### src/rtl/posit_norm_pipe_if.sv
`default_nettype none
// ============================================================================
// Module   : posit_norm_pipe_if
// Brief    : Operation/result bus between adder core, normaliser and encoder.
// Revision : 1.0 - initial release
// ============================================================================
interface posit_norm_pipe_if #(
  parameter int N     = 16,
  parameter int ES    = 2,
  parameter int TAG_W = 4
);
  localparam int BS = $clog2(N);
  localparam int MW = N - ES + 4;
  localparam int SW = BS + ES + 1;

  logic              in_valid;
  logic              in_ready;
  logic              in_sub;
  logic [SW-1:0]     in_scale;
  logic [MW-1:0]     in_c;
  logic [TAG_W-1:0]  in_tag;
  logic              out_valid;
  logic              out_ready;
  logic [MW-3:0]     out_m;
  logic [SW-1:0]     out_scale;
  logic              out_zf;
  logic              out_sat;
  logic [TAG_W-1:0]  out_tag;
  logic [15:0]       sat_count;

  modport master (
    output in_valid, in_sub, in_scale, in_c, in_tag, out_ready,
    input  in_ready, out_valid, out_m, out_scale, out_zf, out_sat, out_tag, sat_count
  );

  modport slave (
    input  in_valid, in_sub, in_scale, in_c, in_tag, out_ready,
    output in_ready, out_valid, out_m, out_scale, out_zf, out_sat, out_tag, sat_count
  );
endinterface
`default_nettype wire

### src/rtl/posit_norm_pipe.sv
`default_nettype none
// ============================================================================
// Module   : posit_norm_pipe
// Brief    : Two-stage valid/ready posit mantissa normaliser with scale clamp.
// Revision : 1.0 - initial release
// ============================================================================
module posit_norm_pipe #(
  parameter int N     = 16,
  parameter int ES    = 2,
  parameter int TAG_W = 4
) (
  input  logic             clk,
  input  logic             rst_n,
  posit_norm_pipe_if.slave bus
);
  localparam int BS  = $clog2(N);
  localparam int MW  = N - ES + 4;
  localparam int SW  = BS + ES + 1;
  localparam int XW  = SW + 2;
  localparam int LZW = $clog2(MW - 1);
  localparam logic signed [XW-1:0] C_SMAX = XW'((N - 1) * (2 ** ES));
  localparam logic signed [XW-1:0] C_SMIN = XW'(-N * (2 ** ES));

  logic w_s1_adv, w_s2_adv;
  logic r_s1_valid, r_s2_valid;

  logic              r_s1_sub, r_s1_carry, r_s1_zero;
  logic [SW-1:0]     r_s1_scale;
  logic [MW-2:0]     r_s1_c;
  logic [TAG_W-1:0]  r_s1_tag;
  logic [LZW-1:0]    r_s1_lz;

  logic [MW-3:0]     r_s2_m;
  logic [SW-1:0]     r_s2_scale;
  logic              r_s2_zf, r_s2_sat;
  logic [TAG_W-1:0]  r_s2_tag;
  logic [15:0]       r_sat_count;

  logic [LZW-1:0]    w_lz;
  logic              w_zero;
  logic              w_unused_msb;

  logic signed [XW-1:0] w_scale_ext, w_scale_adj;
  logic [MW-3:0]        w_m;
  logic [SW-1:0]        w_scale_out;
  logic                 w_zf, w_sat;

  assign w_s2_adv     = !r_s2_valid || bus.out_ready;
  assign w_s1_adv     = !r_s1_valid || w_s2_adv;
  assign w_unused_msb = bus.in_c[MW-1];

  // Ascending scan: the highest set bit is the last to write, giving the lz.
  always_comb begin
    w_lz   = '0;
    w_zero = (bus.in_c[MW-3:0] == '0);
    for (int i = 0; i <= MW - 3; i++) begin
      if (bus.in_c[i]) w_lz = LZW'(MW - 3 - i);
    end
  end

  always_comb begin
    w_scale_ext = {{2{r_s1_scale[SW-1]}}, r_s1_scale};
    w_scale_adj = w_scale_ext;
    w_m         = r_s1_c[MW-3:0];
    w_zf        = 1'b0;
    w_sat       = 1'b0;
    w_scale_out = '0;
    if (!r_s1_sub) begin
      if (r_s1_carry) begin
        // Carry shifts right one place; the dropped LSB is folded in as sticky.
        w_m         = {r_s1_c[MW-2:2], r_s1_c[1] | r_s1_c[0]};
        w_scale_adj = w_scale_ext + XW'(1);
      end
    end else begin
      w_m         = r_s1_c[MW-3:0] << r_s1_lz;
      w_scale_adj = w_scale_ext - XW'(r_s1_lz);
    end
    if (r_s1_sub && r_s1_zero) begin
      w_zf = 1'b1;
      w_m  = '0;
    end else if (w_scale_adj > C_SMAX) begin
      w_scale_out = C_SMAX[SW-1:0];
      w_m         = '0;
      w_sat       = 1'b1;
    end else if (w_scale_adj < C_SMIN) begin
      w_scale_out = C_SMIN[SW-1:0];
      w_m         = '0;
      w_sat       = 1'b1;
    end else begin
      w_scale_out = w_scale_adj[SW-1:0];
    end
  end

  always_ff @(posedge clk or negedge rst_n) begin
    if (!rst_n) begin
      r_s1_valid  <= 1'b0;
      r_s1_sub    <= 1'b0;
      r_s1_carry  <= 1'b0;
      r_s1_zero   <= 1'b0;
      r_s1_scale  <= '0;
      r_s1_c      <= '0;
      r_s1_tag    <= '0;
      r_s1_lz     <= '0;
      r_s2_valid  <= 1'b0;
      r_s2_m      <= '0;
      r_s2_scale  <= '0;
      r_s2_zf     <= 1'b0;
      r_s2_sat    <= 1'b0;
      r_s2_tag    <= '0;
      r_sat_count <= '0;
    end else begin
      if (w_s1_adv) begin
        r_s1_valid <= bus.in_valid;
        if (bus.in_valid) begin
          r_s1_sub   <= bus.in_sub;
          r_s1_carry <= bus.in_c[MW-2];
          r_s1_zero  <= w_zero;
          r_s1_scale <= bus.in_scale;
          r_s1_c     <= bus.in_c[MW-2:0];
          r_s1_tag   <= bus.in_tag;
          r_s1_lz    <= w_lz;
        end
      end
      if (w_s2_adv) begin
        r_s2_valid <= r_s1_valid;
        if (r_s1_valid) begin
          r_s2_m     <= w_m;
          r_s2_scale <= w_scale_out;
          r_s2_zf    <= w_zf;
          r_s2_sat   <= w_sat;
          r_s2_tag   <= r_s1_tag;
        end
      end
      if (r_s2_valid && bus.out_ready && r_s2_sat && (r_sat_count != 16'hFFFF))
        r_sat_count <= r_sat_count + 16'd1;
    end
  end

  assign bus.in_ready  = w_s1_adv;
  assign bus.out_valid = r_s2_valid;
  assign bus.out_m     = r_s2_m;
  assign bus.out_scale = r_s2_scale;
  assign bus.out_zf    = r_s2_zf;
  assign bus.out_sat   = r_s2_sat;
  assign bus.out_tag   = r_s2_tag;
  assign bus.sat_count = r_sat_count;
endmodule
`default_nettype wire
### src/flat_wrapper.sv
// flat-port wrapper written by rule: the top's interface ports become plain ports
module posit_norm_pipe_flat 
#(
  parameter int N     = 16,
  parameter int ES    = 2,
  parameter int TAG_W = 4
)
  (clk, rst_n, bus_in_valid, bus_in_sub, bus_in_scale, bus_in_c, bus_in_tag, bus_out_ready, bus_in_ready, bus_out_valid, bus_out_m, bus_out_scale, bus_out_zf, bus_out_sat, bus_out_tag, bus_sat_count);
  posit_norm_pipe_if #(.N(N), .ES(ES), .TAG_W(TAG_W)) bus_i ();
  input  logic clk;
  input  logic rst_n;
  input wire logic [$bits(bus_i.in_valid)-1:0] bus_in_valid;
  input wire logic [$bits(bus_i.in_sub)-1:0] bus_in_sub;
  input wire logic [$bits(bus_i.in_scale)-1:0] bus_in_scale;
  input wire logic [$bits(bus_i.in_c)-1:0] bus_in_c;
  input wire logic [$bits(bus_i.in_tag)-1:0] bus_in_tag;
  input wire logic [$bits(bus_i.out_ready)-1:0] bus_out_ready;
  output wire logic [$bits(bus_i.in_ready)-1:0] bus_in_ready;
  output wire logic [$bits(bus_i.out_valid)-1:0] bus_out_valid;
  output wire logic [$bits(bus_i.out_m)-1:0] bus_out_m;
  output wire logic [$bits(bus_i.out_scale)-1:0] bus_out_scale;
  output wire logic [$bits(bus_i.out_zf)-1:0] bus_out_zf;
  output wire logic [$bits(bus_i.out_sat)-1:0] bus_out_sat;
  output wire logic [$bits(bus_i.out_tag)-1:0] bus_out_tag;
  output wire logic [$bits(bus_i.sat_count)-1:0] bus_sat_count;
  assign bus_i.in_valid = bus_in_valid;
  assign bus_i.in_sub = bus_in_sub;
  assign bus_i.in_scale = bus_in_scale;
  assign bus_i.in_c = bus_in_c;
  assign bus_i.in_tag = bus_in_tag;
  assign bus_i.out_ready = bus_out_ready;
  assign bus_in_ready = bus_i.in_ready;
  assign bus_out_valid = bus_i.out_valid;
  assign bus_out_m = bus_i.out_m;
  assign bus_out_scale = bus_i.out_scale;
  assign bus_out_zf = bus_i.out_zf;
  assign bus_out_sat = bus_i.out_sat;
  assign bus_out_tag = bus_i.out_tag;
  assign bus_sat_count = bus_i.sat_count;
  posit_norm_pipe #(.N(N), .ES(ES), .TAG_W(TAG_W)) u_core (.clk(clk), .rst_n(rst_n), .bus(bus_i));
endmodule
### config.mk
export PLATFORM = sky130hd
export DESIGN_NAME = posit_norm_pipe_flat
export DESIGN_NICKNAME = d
export VERILOG_FILES = /design/src/rtl/posit_norm_pipe_if.sv /design/src/rtl/posit_norm_pipe.sv /design/src/flat_wrapper.sv
export SDC_FILE = /design/constraint.sdc
export NUM_CORES = 1
export LEC_CHECK = 0
export BUFFER_PORTS_ARGS = -buffer_cell sky130_fd_sc_hd__buf_2
export CORE_AREA = 2 2 124 78
export CTS_CLUSTER_DIAMETER = 50
export DETAILED_ROUTE_END_ITERATION = 16
export DIE_AREA = 0 0 126 80
export PLACE_DENSITY = 0.79
export SYNTH_ARGS = -nofsm -noshare
export SYNTH_HDL_FRONTEND = slang
export SYNTH_SLANG_ARGS = --single-unit
export TNS_END_PERCENT = 10
### constraint.sdc
create_clock -name clk -period 3.1 [get_ports clk]
set_clock_uncertainty 0.15 [all_clocks]
set_input_delay 0.31 -clock clk [delete_from_list [all_inputs] [get_ports clk]]
set_output_delay 0.31 -clock clk [all_outputs]
set_load 0.05 [all_outputs]
==> reports/qor.txt <==
sequential element share of the synthesized area = 41.0%
Final ANT Viol Nets = 0
critical path peak fanout = 19
largest net degree at the start of global routing = 82
critical path class = flop to flop
Crit-path slowest cell = dfrtp_1
Mapped Cells = 533
DRC Markers = 0
FF-to-FF path depth = 9
Setup TNS = 0 ns
Post-Route WL = 12900 um
Pleak = 2.69 nW
GR Util All Layers = 27.2%
final hold violations = 21
EDFF count, synth = 0
post-CTS setup buffer count = 0
minimum clock period = 2.75 ns
Max IR drop VDD = 0.395 mV
core area = 8920 um^2
Finished Layout Cells = 727
Yosys top cell by area = dfrtp_1
maxcap violations = 0
top achievable clock speed = 0.363 GHz
status = finished, violations left
post-synthesis instance area = 4950 um^2
CTS clk-pin slew, worst paths = 0.06 ns
Synth Area per Inst = 9.28 um^2
RR Startpoint = u_core.r_s1_lz[1]
Least-Margin Pin Slew = 1.05 ns
CP Cell Sequence = inv_1 -> fa_1 -> nand3_1 -> a32oi_1 -> xnor2_1 -> o2111ai_1 -> o211ai_2 -> buf_4 -> o21ai_0
Die Y-Extent = 80 um
initial antenna violation count = 0
unrepaired setup endpoints after global routing = false
final net count = 647
first-pass iteration count of the detailed router = 5
worst stage delay on the critical path = 0.55 ns
HPWL after detailed placement = 9210 um
ys async rst share = 100%
family with the most delay on the worst path = compound AO/OA/AOI/OAI gates
via/cell ratio = 6.14
first-pass GRT wire length = 21600 um
Rows = 27
R2R Path End = u_core.bus.out_m[6]
Final GP Congestion = 1.00
total power = 4.17 mW
top cells by count, synth = 126 x nand2_1, 81 x dfrtp_1, 36 x o21ai_0, 23 x a21oi_1, 22 x mux2_2
Layout Utilization = 64.8%
most frequent cell after synthesis = nand2_1
Setup Viol. Count Final = 0
post-DR wirelength/cell = 17.7 um
Ys Warns = 0
Top FF cell, synth = dfrtp_1
CTS Buf Count = 9
DP Cell Count = 711
max-slew violations = 0
Root Driver = clkbuf_16
CTS tree = yes
Antenna diodes = 0
Data arrival, critical path = 2.82 ns
die width = 126 um
CTS sink cnt = 81
CP startpoint kind = flop
total grt overflow = 0
P per Cell Area = 722 nW/um^2
worst endpoint required time = 3.17 ns
starting density of the core = 55.5%
vias in the first global route = 4245
Mapped Nets = 574
post-synth cell types = 62
io pins = 81
DR vias = 4467
Crit. End Element = flop
Die Area = 10100 um^2
R2R setup slack = 0.35 ns
Yosys top cell area share = 41.0%
WHS = -0.0510 ns
synthesized flop and latch total = 81
Buf+Inv Stages, Crit Path = 2
layout cell share with drive strength beyond 1 = 24.1%
H-tree depth = 3
Tcrit/Tclk final = 88.8%
CTS hold repair buffers = 0
synth top area cells = dfrtp_1 41%, nand2_1 9.6%, mux2_2 5.0%
Hold/Removal Path Class = input pin to async pin
failing checks = negative hold slack
clk buf depth = 2
slew margin rel. = 30.3%
clock latency on the worst-skew pair = 0.34 ns
IO buf count = 79
synth-to-layout area growth = 16.8%
post-CTS sizing = 0
DRT iter0 DRCs = 481
-- layout by cell type (no fill, tap or decap), types with 3 or more instances in the layout --
| cell | n |
|---|---|
| a21o_1 | 3 |
| a21oi_1 | 22 |
| a22o_1 | 3 |
| a22oi_1 | 7 |
| a32oi_1 | 13 |
| and3_1 | 4 |
| and4_1 | 3 |
| buf_2 | 78 |
| buf_4 | 18 |
| clkbuf_16 | 9 |
| dfrtp_1 | 81 |
| ha_1 | 6 |
| inv_1 | 10 |
| maj3_1 | 4 |
| mux2_2 | 22 |
| mux2i_1 | 16 |
| mux4_2 | 10 |
| nand2_1 | 126 |
| nand2b_1 | 8 |
| nand3_1 | 11 |
| nand4_1 | 9 |
| nor2_1 | 21 |
| nor2b_1 | 3 |
| nor3_1 | 8 |
| o211ai_1 | 3 |
| o21ai_0 | 36 |
| o22ai_1 | 3 |
| o31ai_1 | 5 |
| xnor2_1 | 16 |
| xor2_1 | 6 |
-- worst max-delay path by stage --
stage                                  from                    to  slack [ns]  cells past startpoint
final                     u_core.r_s1_lz[1]   u_core.bus.out_m[6]        0.35                      9
after global routing      u_core.r_s1_lz[1]   u_core.bus.out_m[9]        0.16                      9
after CTS                 u_core.r_s1_lz[1]   u_core.bus.out_m[6]        0.38                      9
after detailed placement  u_core.r_s1_lz[1]   u_core.bus.out_m[9]        0.42                      9
after global placement    u_core.r_s1_lz[1]   u_core.bus.out_m[6]        0.48                      9
after floorplan           u_core.r_s1_lz[1]  u_core.bus.out_m[10]        0.32                     12
-- through the flow --
| stage | setup WS (ns) | instance area, um^2 |
|---|---|---|
| after floorplan | 0.316 | 4950 |
| after detailed placement | 0.418 | 5460 |
| final | 0.347 | 5780 |
| after global placement | 0.485 | 5460 |
| after global routing | 0.159 | 5780 |
| after CTS | 0.377 | 5780 |
-- worst reg2reg max path, delay by kind of cell (launching register included) --
family	cells	cell delay, ns
flip-flops	1	0.55
XOR/XNOR	1	0.24
AND/OR/NAND/NOR	1	0.15
AO/OA/AOI/OAI	4	0.62
buffers and inverters	2	0.44
adder cells (fa/ha/maj)	1	0.48
-- cells by family after synthesis --
group                    count (synthesis)  synth area share (%)
AND/OR/NAND/NOR                        203                  18.1
multiplexers                            50                  13.9
flip-flops                              81                  41.0
XOR/XNOR                                22                  3.90
AO/OA/AOI/OAI                          121                  16.3
buffers and inverters                   45                  4.12
adder cells (fa/ha/maj)                 11                  2.73
-- final cells by class --
cell class / instances / area, um^2
well taps: 116 / 145
inverters: 11 / 41.3
fillers: 724 / 3140
clock inverters: 6 / 90.1
clock buffers: 10 / 229
repair buffers: 96 / 526
flip-flops and latches: 81 / 2030
multi-input cells: 407 / 2720
-- registers in the layout, summed over array words and instances, names as in the netlist --
signal	cells
u_core.bus.out_tag	4
u_core.r_s1_scale	7
u_core.r_s1_tag	4
u_core.r_s1_sub	1
u_core.r_s1_valid	1
u_core.bus.out_m	16
u_core.bus.out_scale	7
u_core.bus.sat_count	16
u_core.r_s1_lz	4
u_core.r_s1_zero	1
u_core.r_s1_c	17
u_core.bus.out_zf	1
u_core.bus.out_valid	1
u_core.bus.out_sat	1
-- metal layers --
layer  wire [um]  global-route usage (%)  vias to the layer above  part of all wire (%)
met5           0                       0                        -                     0
met4         253                    9.34                        0                   2.0
met3        1170                    8.91                       28                   9.1
met2        5690                    41.7                      212                    44
met1        5760                    36.7                     2153                    45
li1            -                       -                     2074                     -
-- where the power goes --
part	total (mW)	switching, mW	internal, mW
Sequential	1.45	0.209	1.24
Combinational	1.57	1.05	0.513
Clock	1.15	0.445	0.708
Note: power is estimated with default switching activity, not from simulation.
